**src/rtl/lfsr_seq_monitor.sv**
```systemverilog
// Serial monitor for an LFSR bit stream. It assembles the bits into words,
// counts overlapping 1011 patterns and flags a generator that is stuck at one value.
module lfsr_seq_monitor #(
   parameter int WORD_W    = 8,
   parameter int CNT_W     = 8,
   parameter int STUCK_LEN = 16
) (
   input  logic              clock,
   input  logic              reset,
   input  logic              bit_in,
   input  logic              bit_en,
   input  logic              clear,
   output logic [WORD_W-1:0] word_out,
   output logic              word_valid,
   output logic              match,
   output logic [CNT_W-1:0]  match_count,
   output logic              stuck
);

   localparam int SC_W  = $clog2(WORD_W + 1);
   localparam int RUN_W = $clog2(STUCK_LEN + 1);
   localparam logic [SC_W-1:0]  CNT_LAST = SC_W'(WORD_W - 1);
   localparam logic [RUN_W-1:0] RUN_MAX  = RUN_W'(STUCK_LEN);

   typedef enum logic [1:0] {S0, S1, S10, S101} state_t;

   state_t              state_reg, state_next;
   logic                hit_next;
   logic [WORD_W-1:0]   shift_reg, shift_next;
   logic [SC_W-1:0]     sample_cnt_reg;
   logic [RUN_W-1:0]    run_reg, run_next;
   logic                last_bit_reg;

   always_comb begin
      shift_next = {shift_reg[WORD_W-2:0], bit_in};
      state_next = S0;
      hit_next   = 1'b0;
      case (state_reg)
         S0:   state_next = bit_in ? S1 : S0;
         S1:   state_next = bit_in ? S1 : S10;
         S10:  state_next = bit_in ? S101 : S0;
         S101: begin
            state_next = bit_in ? S1 : S10;
            hit_next   = bit_in;
         end
         default: state_next = S0;
      endcase
      // A zero run length marks the first sample after reset or clear.
      if (run_reg == '0 || bit_in != last_bit_reg)
         run_next = RUN_W'(1);
      else if (run_reg == RUN_MAX)
         run_next = run_reg;
      else
         run_next = run_reg + 1'b1;
   end

   always_ff @(posedge clock) begin
      if (reset) begin
         state_reg      <= S0;
         shift_reg      <= '0;
         sample_cnt_reg <= '0;
         run_reg        <= '0;
         last_bit_reg   <= 1'b0;
         word_out       <= '0;
         word_valid     <= 1'b0;
         match          <= 1'b0;
         match_count    <= '0;
         stuck          <= 1'b0;
      end else begin
         match      <= 1'b0;
         word_valid <= 1'b0;
         if (clear) begin
            state_reg      <= S0;
            sample_cnt_reg <= '0;
            run_reg        <= '0;
            match_count    <= '0;
            stuck          <= 1'b0;
         end else if (bit_en) begin
            shift_reg    <= shift_next;
            state_reg    <= state_next;
            last_bit_reg <= bit_in;
            run_reg      <= run_next;
            if (run_next == RUN_MAX)
               stuck <= 1'b1;
            if (hit_next) begin
               match <= 1'b1;
               if (match_count != '1)
                  match_count <= match_count + 1'b1;
            end
            if (sample_cnt_reg == CNT_LAST) begin
               word_out       <= shift_next;
               word_valid     <= 1'b1;
               sample_cnt_reg <= '0;
            end else begin
               sample_cnt_reg <= sample_cnt_reg + 1'b1;
            end
         end
      end
   end

endmodule

```
**config.mk**
```make
export PLATFORM = sky130hd
export DESIGN_NAME = lfsr_seq_monitor
export DESIGN_NICKNAME = d
export VERILOG_FILES = /design/src/rtl/lfsr_seq_monitor.sv
export SDC_FILE = /design/constraint.sdc
export NUM_CORES = 1
export LEC_CHECK = 0
export BUFFER_PORTS_ARGS = -buffer_cell sky130_fd_sc_hd__clkbuf_2
export CAP_MARGIN = 20
export CELL_PAD_IN_SITES_DETAIL_PLACEMENT = 1
export CELL_PAD_IN_SITES_GLOBAL_PLACEMENT = 1
export CORE_ASPECT_RATIO = 0.9
export CORE_UTILIZATION = 38
export CTS_BUF_LIST = sky130_fd_sc_hd__clkbuf_16
export DETAILED_ROUTE_END_ITERATION = 10
export GPL_TIMING_DRIVEN = 0
export PLACE_DENSITY_LB_ADDON = 0.1
export SLEW_MARGIN = 5
export SYNTH_ARGS = -nofsm -noshare
export SYNTH_HDL_FRONTEND = slang
export SYNTH_SLANG_ARGS = --single-unit
```
**constraint.sdc**
```tcl
create_clock -name clock -period 1.9 [get_ports clock]
set_clock_uncertainty 0.15 [all_clocks]
set_input_delay 0.095 -clock clock [delete_from_list [all_inputs] [get_ports clock]]
set_output_delay 0.095 -clock clock [all_outputs]
set_load 0.005 [all_outputs]
```
==> out/results.tsv, run 1 <==
stage	metric	value	unit
routing	drtPass1Iterations	6	
power	power_density	945	nW/µm²
clock_network	cts_root_buf	clkbuf_16	
layout	seq_area	742	µm²
floorplan	ios	24	
floorplan	num_rows	22	
synthesis	synthCells	171	
sta	tightest_slew	0.517	ns
sta	period_minus_slack	1.83	ns
global_routing	antenna_found_initial	0	
setup_path	critPathKind	flip-flop to flip-flop	
global_routing	grt_pass1_vias	1331	
placement	io_buffers	22	
routing	viasPerCell	5.26	
clock_network	cts_tree	done	
layout	syn_to_final_growth	25.4	%
layout	finalNonFillerCells	250	
routing	antenna_left	0	
routing	met3_length	94	µm
floorplan	die_x	70.8	µm
layout	multi_input_area	868	µm²
setup_path	worstPathMaxFanout	6	
setup_path	setup.worst_path.start	run_reg[0]	
sta	fmax	0.548	GHz
synthesis	synth_cell_types	41	
setup_path	cp_slowest_cell	or3b_4	
synthesis	ys_async_sr_fraction	0	%
clock_network	cts.sink_count	37	
synthesis	synth_area	1620	µm²
floorplan	chipHeight	63.9	µm
sta	holdWs	0.00249	ns
clock_network	cts_buffer_depth	2	
global_routing	groute.usage.overall	18.1	%
status	run_status	finished clean	
layout	num-fill-cells	477	
sta	finalSetupViolCount	0	
synthesis	synth_warnings	0	
placement	post-dp-hpwl	2.55	mm
synthesis	synth_flop_cell	dfxtp_1	
floorplan	dieArea	4520	µm²
routing	wl	3.71	mm
setup_path	cp-start-kind	flip-flop	
clock_network	cts_buffers	5	
placement	gp_congestion	0.785	
synthesis	syn_nets	180	
global_routing	gr-total-overflow	0	
layout	fin_nets	210	
setup_path	required	1.96	ns
setup_path	endpoint	run_reg[0]	
routing	drt_iter0_markers	68	
sta	slew_headroom	65.5	%
placement	dp_cells	241	
synthesis	ys_ff_latch	37	
routing	num_vias	1316	
setup_path	arrival	1.89	ns
setup_path	max_stage_delay	0.38	ns
synthesis	ys_seq_area_share	45.8	%
layout	final_layout_size_suffix_gt1_share	23.8	%
clock_network	clk_pin_slew	0.06	ns
sta	period_share	96.1	%
sta	hold_viol_final	0	
setup_path	crit_path_cell_trace	inv_1 -> ha_2 -> or3b_4 -> o21a_2 -> buf_4 -> a21boi_2 -> o21a_1	
setup_path	r2r_setup_slack	0.07	ns
setup_path	timing.rr.start	run_reg[0]	
routing	wl_met2	1.93	mm
setup_path	endpoint_kind	flip-flop	
floorplan	start_util	39.7	%
routing	met1_length	1.68	mm
routing	top_layer	met4	
global_routing	grt_max_degree	13	
clock_network	clk_latency	0.27	ns
setup_path	rr_endpoint	run_reg[0]	
layout	final_common_cell	dfxtp_1	
worst_hold_path	hold_path_class	primary input to flip-flop	
power	p_leak	0.805	nW
layout	layout_common_cells	dfxtp_1 (36), nor2_1 (29), clkbuf_2 (22)	
routing	drcViolationCount	0	
layout	diodes	0	
power	worst_ir_drop_vdd	0.000496	V
clock_network	ctsHtreeMaxLevel	2	
global_routing	grt_pass1_wl	6.33	mm
synthesis	synth_enable_flop_cells	0	
job	cap_violations	0	
clock_network	hold_buffers	0	
setup_path	r2r_cells	7	
sta	drv_slew	0	
synthesis	avgSynthCellArea	9.46	µm²
routing	detail_route.wl_per_cell	14.9	µm
floorplan	core_area	4070	µm²
[per-layer routing]
layer	up-vias	track usage, %
li1	660	-
met1	637	21.4
met2	17	33.1
met3	2	3.47
met4	0	5.25
met5	-	0
[how the worst min path moves through the flow]
stage | startpoint | endpoint | slack (ns) | cells after the start
6_report | reset | shift_reg[3] | 0.002 | 2
5_1_grt | reset | shift_reg[3] | 0.04 | 2
4_1_cts | reset | shift_reg[3] | 0.007 | 2
3_5_place_dp | reset | shift_reg[3] | 0.29 | 2
3_3_place_gp | reset | shift_reg[2] | 0.28 | 2
2_1_floorplan | bit_in | word_out[0] | 0.09 | 2
[cell usage after synthesis, types with 2 or more instances]
cell type / n / area, µm²
a21oi_1: 9 / 45.0
a41oi_1: 2 / 17.5
clkbuf_1: 5 / 18.8
dfxtp_1: 37 / 741
ha_1: 4 / 50.1
inv_1: 4 / 15.0
mux2i_1: 19 / 190
nand2_1: 8 / 30.0
nand2b_1: 5 / 31.3
nand3_1: 8 / 40.0
nand4_1: 2 / 12.5
nor2_1: 29 / 109
o21a_1: 2 / 15.0
o21ai_0: 2 / 10.0
o41ai_1: 2 / 17.5
or3_1: 3 / 18.8
xnor2_1: 6 / 52.6
[repair_timing]
item                       in CTS  in global routing
setup endpoints to repair       7                  7
setup buffers                   1                  0
pin swaps                       1                  1
resized for setup               4                  7
[through the flow]
step | setup slack [ns] | power [mW] | TNS (ns) | utilization (%) | instance area, µm²
6_report | 0.0744 | 1.92 | 0 | 49.8 | 2030
5_1_grt | -0.0111 | 1.98 | -0.0111 | 49.8 | 2030
4_1_cts | 0.0171 | 1.94 | 0 | 49.1 | 2000
3_5_place_dp | -0.109 | 0.875 | -0.378 | 43.9 | 1790
3_3_place_gp | -0.0649 | 0.872 | -0.167 | 43.9 | 1790
2_1_floorplan | 0.0659 | 0.852 | 0 | - | 1620
[final cells by class]
class | count | area share, %
plain buffers | 7 | 1.73
repair buffers | 23 | 5.80
inverters | 4 | 0.740
flip-flops and latches | 37 | 36.6
well taps | 48 | 2.96
clock buffers | 5 | 6.17
clock inverters | 3 | 3.21
multi-input cells | 123 | 42.8
[report_power, final]
part / switching, mW / total [mW] / leakage, nW / internal (mW)
clock network: 0.304 / 1.05 / 0.0938 / 0.749
logic: 0.0463 / 0.0762 / 0.413 / 0.0299
registers: 0.00611 / 0.787 / 0.299 / 0.781
[worst max-delay path: cells and delay by family, from the launching register on]
| family | cells | cell delay [ns] |
|---|---|---|
| adder cells (fa/ha/maj) | 1 | 0.19 |
| buffers and inverters | 2 | 0.23 |
| AO/OA/AOI/OAI | 3 | 0.47 |
| AND/OR/NAND/NOR | 1 | 0.38 |
| flip-flops | 1 | 0.35 |
[cells by family (layout without fill, tap and decap cells)]
family / Yosys count / count (layout) / synth area share, %
AOI/OAI and AO/OA: 25 / 25 / 11.1
and+or+nand+nor: 68 / 68 / 21.4
adders and majority gates: 4 / 4 / 3.09
xor gates and xnor gates: 7 / 7 / 3.79
DFF: 37 / 37 / 45.8
muxes: 19 / 19 / 11.8
buffers and inverters: 11 / 42 / 3.09
Note: power is estimated with default switching activity, not from simulation.
==> inputs of run 2 (changes only) <==
--- a/config.mk
+++ b/config.mk
@@ -10,7 +10,7 @@
 export CELL_PAD_IN_SITES_DETAIL_PLACEMENT = 1
 export CELL_PAD_IN_SITES_GLOBAL_PLACEMENT = 1
 export CORE_ASPECT_RATIO = 0.9
-export CORE_UTILIZATION = 38
+export CORE_UTILIZATION = 42
 export CTS_BUF_LIST = sky130_fd_sc_hd__clkbuf_16
 export DETAILED_ROUTE_END_ITERATION = 10
 export GPL_TIMING_DRIVEN = 0
==> constraint.sdc (replaced) <==
create_clock -name clock -period 2 [get_ports clock]
set_clock_uncertainty 0.15 [all_clocks]
set_input_delay 0.1 -clock clock [delete_from_list [all_inputs] [get_ports clock]]
set_output_delay 0.1 -clock clock [all_outputs]
set_load 0.005 [all_outputs]
==> out/results.tsv, run 2 (synthesized netlist as in run 1, its figures left out) <==
stage	metric	value	unit	change
sta	setup_slack	0.0688	ns	was 0.0744 ns
routing	drtPass1Iterations	4		was 6
power	p_total	1.55	mW	was 1.92 mW
setup_path	required	2.03	ns	was 1.96 ns
layout	final_layout_size_suffix_gt1_share	19.9	%	was 23.8%
layout	layout_common_cells	dfxtp_1 (36), nor2_1 (29), clkbuf_2 (22)		unchanged
setup_path	setup.worst_path.start	run_reg[0]		unchanged
clock_network	cts_root_buf	clkbuf_16		unchanged
routing	wl	3.66	mm	was 3.71 mm
layout	fin_util	52.3	%	was 49.8%
power	p_seq_share	48.4	%	was 41.1%
sta	holdWs	0.0139	ns	was 0.00249 ns
routing	met3_length	100	µm	was 94 µm
routing	drcViolationCount	0		unchanged
setup_path	cp_slowest_cell	or3b_1		was or3b_4
setup_path	crit_path_cell_trace	inv_1 -> ha_1 -> or3b_1 -> o21a_2 -> o31a_1 -> o41ai_2		was inv_1 -> ha_2 -> or3b_4 -> o21a_2 -> buf_4 -> a21boi_2 -> o21a_1
worst_hold_path	hold_path_class	primary input to flip-flop		unchanged
sta	finalSetupViolCount	0		unchanged
sta	drv_slew	0		unchanged
routing	top_layer	met4		unchanged
global_routing	groute.usage.overall	20.2	%	was 18.1%
setup_path	max_stage_delay	0.38	ns	about the same
clock_network	cts_buffer_depth	2		unchanged
routing	num_vias	1324		was 1316
placement	dpl-instance-area	1790	µm²	about the same
layout	fin_nets	209		was 210
power	p_leak	0.780	nW	was 0.805 nW
placement	gp_congestion	0.784		was 0.785
clock_network	cts.sink_count	37		unchanged
floorplan	dieArea	4100	µm²	was 4520 µm²
placement	io_buffers	22		unchanged
sta	period_minus_slack	1.93	ns	was 1.83 ns
layout	final_common_cell	dfxtp_1		unchanged
power	p_int	1.22	mW	was 1.56 mW
routing	viasPerCell	5.36		was 5.26
global_routing	grt_max_degree	12		was 13
sta	fmax	0.518	GHz	was 0.548 GHz
power	p_comb_share	4.4	%	was 4.0%
global_routing	gr-total-overflow	0		unchanged
job	cap_violations	0		unchanged
routing	antenna_left	0		unchanged
setup_path	arrival	1.96	ns	was 1.89 ns
setup_path	critPathKind	flip-flop to flip-flop		unchanged
setup_path	timing.rr.start	run_reg[0]		unchanged
routing	detail_route.wl_per_cell	14.8	µm	was 14.9 µm
power	net-switching-power	0.327	mW	was 0.357 mW
power	worst_ir_drop_vdd	0.000468	V	was 0.000496 V
power	swShare	21.2	%	was 18.6%
layout	finalInstanceArea	1940	µm²	was 2030 µm²
floorplan	num_rows	21		was 22
power	clock_power_share	47.2	%	was 54.9%
floorplan	start_util	43.7	%	was 39.7%
routing	met1_length	1.59	mm	was 1.68 mm
floorplan	core_area	3700	µm²	was 4070 µm²
floorplan	die_x	67.4	µm	was 70.8 µm
clock_network	ctsHtreeMaxLevel	2		unchanged
placement	post-dp-hpwl	2.61	mm	was 2.55 mm
setup_path	cp-start-kind	flip-flop		unchanged
setup_path	worstPathMaxFanout	6		unchanged
global_routing	grt_pass1_vias	1316		was 1331
routing	drt_iter0_markers	48		was 68
floorplan	chipHeight	60.9	µm	was 63.9 µm
setup_path	endpoint_kind	flip-flop		unchanged
sta	hold_viol_final	0		unchanged
sta	tightest_slew	0.541	ns	was 0.517 ns
worst_hold_path	holdCritStartpoint	bit_en		was reset
clock_network	hold_buffers	0		unchanged
clock_network	cts_tree	done		unchanged
global_routing	grt_pass1_wl	5.99	mm	was 6.33 mm
routing	wl_met2	1.91	mm	was 1.93 mm
clock_network	clk_pin_slew	0.06	ns	about the same
power	power_density	797	nW/µm²	was 945 nW/µm²
placement	dp_slack	-0.106	ns	was -0.109 ns
layout	syn_to_final_growth	19.8	%	was 25.4%
clock_network	cts_buffers	5		unchanged
global_routing	antenna_found_initial	0		unchanged
sta	period_share	96.6	%	was 96.1%
status	run_status	finished clean		unchanged
layout	diodes	0		unchanged
sta	slew_headroom	63.9	%	was 65.5%
floorplan	ios	24		unchanged
clock_network	clk_latency	0.27	ns	about the same
run 2: cell count changes in the layout (fill, tap and decap cells not counted):
cell       before  now
nand3_1         7    8
a21boi_0        0    1
a41oi_2         0    1
or3b_1          0    1
nand3_2         1    0
buf_4           1    0
clkinv_1        0    2
a21boi_2        1    0
or3b_4          1    0
ha_2            2    0
a41oi_4         1    0
bufinv_16       2    0
ha_1            2    4
run 2: worst max-delay path: cells and delay by family, from the launching register on:
kind | cells | cell delay (ns)
flip-flops | 1 | 0.35
AO/OA/AOI/OAI | 3 | 0.70
AND/OR/NAND/NOR | 1 | 0.38
adder cells (fa/ha/maj) | 1 | 0.18
buffers and inverters | 1 | 0.08
run 2: path summary, 6_finish.rpt:
path              cells after the start    end  slack, ns
setup / recovery                      6  stuck       0.07
hold reg to reg                       2  stuck       0.32
setup reg to reg                      6  stuck       0.07
hold / removal                        3  match       0.01
run 2: metal layers:
metal / up-vias / track usage [%]
li1: 656 / -
met3: 8 / 5.83
met1: 639 / 22.1
met5: - / 0
met2: 21 / 35.9
met4: 0 / 10.0
run 2: layout make-up:
class	count	area (µm²)
Fill cell	438	1770
Multi-Input combinational cell	123	841
Sequential cell	37	742
Clock buffer	5	125
Timing Repair Buffer	22	110
Tap cell	46	57.6
Buffer	7	35.0
Inverter	4	15.0
Clock inverter	3	12.5
run 2: power groups by stage:
stage	Combinational [mW]	Sequential [mW]	Clock [mW]
4_1_cts	0.0673	0.748	0.749
3_5_place_dp	0.0665	0.763	0
3_3_place_gp	0.0656	0.763	0
2_1_floorplan	0.0478	0.762	0
5_1_grt	0.0746	0.748	0.779
6_report	0.0674	0.748	0.730
run 2: through the flow:
step,std cells,setup TNS (ns)
floorplan,171,0
global placement,239,0
detailed placement,239,-0.277
CTS,247,0
global route,247,-0.00520
finish,247,0
run 2: timing repair:
action / CTS / global route
setup endpoints to repair: 4 / 3
buffers inserted: 0 / 0
endpoints found under the hold margin: 0 / 0
cloned: 0 / 0
gates resized for setup: 1 / 3
==> inputs of run 3 (changes only) <==
--- a/config.mk
+++ b/config.mk
@@ -11,7 +11,6 @@
 export CELL_PAD_IN_SITES_GLOBAL_PLACEMENT = 1
 export CORE_ASPECT_RATIO = 0.9
 export CORE_UTILIZATION = 42
-export CTS_BUF_LIST = sky130_fd_sc_hd__clkbuf_16
 export DETAILED_ROUTE_END_ITERATION = 10
 export GPL_TIMING_DRIVEN = 0
 export PLACE_DENSITY_LB_ADDON = 0.1
==> out/results.tsv, run 3 (synthesized netlist as in run 1, its figures left out) <==
stage	metric	value	unit	change
layout	final_common_cell	dfxtp_1		unchanged
global_routing	gr-total-overflow	0		unchanged
placement	dp_cells	239		unchanged
clock_network	cts.sink_count	37		unchanged
sta	holdWs	0.00689	ns	was 0.0139 ns
clock_network	cts_setup_buffers	0		unchanged
layout	num-fill-cells	438		unchanged
worst_hold_path	hold_path_class	primary input to flip-flop		unchanged
setup_path	crit_path_cell_trace	inv_1 -> ha_1 -> or3b_1 -> o21a_2 -> o31a_1 -> o41ai_2		unchanged
sta	fmax	0.527	GHz	was 0.518 GHz
power	swShare	22.0	%	was 21.2%
clock_network	cts_root_buf	clkbuf_8		was clkbuf_16
layout	layout_common_cells	dfxtp_1 (36), nor2_1 (29), clkbuf_2 (22)		unchanged
global_routing	grt_pass1_wl	5.93	mm	was 5.99 mm
clock_network	clk_latency	0.28	ns	was 0.27 ns
power	power_density	724	nW/µm²	was 797 nW/µm²
global_routing	antenna_found_initial	0		unchanged
placement	dp_slack	-0.106	ns	unchanged
clock_network	cts_tree	done		unchanged
floorplan	dieArea	4100	µm²	unchanged
sta	drv_slew	0		unchanged
placement	gp_congestion	0.784		unchanged
layout	finalInstanceArea	1910	µm²	was 1940 µm²
placement	post-dp-hpwl	2.61	mm	unchanged
sta	rsz0062_at_grt	false		
floorplan	num_rows	21		unchanged
routing	drt_iter0_markers	55		was 48
setup_path	endpoint_kind	flip-flop		unchanged
sta	hold_viol_final	0		unchanged
placement	io_buffers	22		unchanged
floorplan	core_area	3700	µm²	unchanged
sta	slew_headroom	64.8	%	was 63.9%
clock_network	cts_buffers	5		unchanged
floorplan	ios	24		unchanged
routing	drtPass1Iterations	3		was 4
layout	fin_util	51.6	%	was 52.3%
setup_path	arrival	1.94	ns	was 1.96 ns
clock_network	ctsHtreeMaxLevel	2		unchanged
power	worst_ir_drop_vdd	0.000377	V	was 0.000468 V
global_routing	grt_max_degree	12		unchanged
power	p_comb_share	4.9	%	was 4.4%
sta	period_share	94.9	%	was 96.6%
setup_path	r2r_cells	6		unchanged
floorplan	chipHeight	60.9	µm	unchanged
setup_path	cp_slowest_cell	or3b_1		unchanged
floorplan	start_util	43.7	%	unchanged
routing	viasPerCell	5.35		was 5.36
placement	dpl-instance-area	1790	µm²	unchanged
layout	syn_to_final_growth	18.2	%	was 19.8%
setup_path	cp-start-kind	flip-flop		unchanged
setup_path	max_stage_delay	0.37	ns	was 0.38 ns
routing	num_vias	1326		was 1324
clock_network	cts_buffer_depth	2		unchanged
layout	finalNonFillerCells	248		was 247
status	run_status	finished clean		unchanged
power	net-switching-power	0.305	mW	was 0.327 mW
sta	setup_slack	0.102	ns	was 0.0688 ns
routing	detail_route.wl_per_cell	14.5	µm	was 14.8 µm
setup_path	required	2.05	ns	was 2.03 ns
setup_path	worstPathMaxFanout	6		unchanged
clock_network	clk_pin_slew	0.07	ns	was 0.06 ns
floorplan	die_x	67.4	µm	unchanged
sta	period_minus_slack	1.90	ns	was 1.93 ns
setup_path	critPathKind	flip-flop to flip-flop		unchanged
sta	finalSetupViolCount	0		unchanged
layout	fin_nets	210		was 209
power	p_int	1.08	mW	was 1.22 mW
layout	diodes	0		unchanged
sta	tns	0	ns	unchanged
power	p_total	1.38	mW	was 1.55 mW
global_routing	groute.usage.overall	19.9	%	was 20.2%
routing	antenna_left	0		unchanged
job	cap_violations	0		unchanged
power	p_leak	0.770	nW	was 0.780 nW
power	p_seq_share	54.0	%	was 48.4%
power	clock_power_share	41.1	%	was 47.2%
worst_hold_path	hold_depth	3		unchanged
routing	wl	3.60	mm	was 3.66 mm
global_routing	grt_pass1_vias	1333		was 1316
layout	final_layout_size_suffix_gt1_share	20.8	%	was 19.9%
sta	tightest_slew	0.528	ns	was 0.541 ns
routing	drcViolationCount	0		unchanged
run 3: power groups by stage:
stage	Sequential, mW	Clock (mW)	Combinational, mW
after floorplan	0.762	0	0.0478
after global placement	0.763	0	0.0656
after detailed placement	0.763	0	0.0665
after CTS	0.746	0.589	0.0687
after global routing	0.747	0.617	0.0760
final	0.747	0.569	0.0683
run 3: layout make-up:
| class | count | area (µm²) | area share (%) |
|---|---|---|---|
| flip-flops and latches | 37 | 742 | 38.8 |
| multi-input cells | 123 | 841 | 44.0 |
| clock buffers | 7 | 96.3 | 5.04 |
| inverters | 4 | 15.0 | 0.785 |
| well taps | 46 | 57.6 | 3.01 |
| plain buffers | 7 | 35.0 | 1.83 |
| clock inverters | 1 | 5.00 | 0.262 |
| repair buffers | 23 | 120 | 6.28 |
run 3: worst max-delay path, delay by kind of cell (launching register included):
kind                       cells  cell delay, ns
adders and majority gates      1            0.17
DFF                            1            0.36
buffers and inverters          1            0.06
AOI/OAI and AO/OA              3            0.68
and+or+nand+nor                1            0.37
run 3: final timing paths:
path              startpoint      endpoint  slack, ns
hold / removal        bit_in  state_reg[0]      0.007
setup reg to reg  run_reg[0]         stuck       0.10
setup / recovery  run_reg[0]         stuck       0.10
hold reg to reg        stuck         stuck       0.34
run 3: layer usage:
layer / vias up / GRT usage, % / routed length [µm]
li1: 659 / - / -
met1: 634 / 21.6 / 1560
met2: 21 / 35.6 / 1860
met3: 12 / 5.83 / 98
met4: 0 / 10.0 / 86
met5: - / 0 / 0
run 3: timing repair:
action,4_1_cts,5_1_grt
endpoints found under the hold margin,1,0
setup endpoints to repair,4,7
hold buffers,1,0
resized for setup,1,3
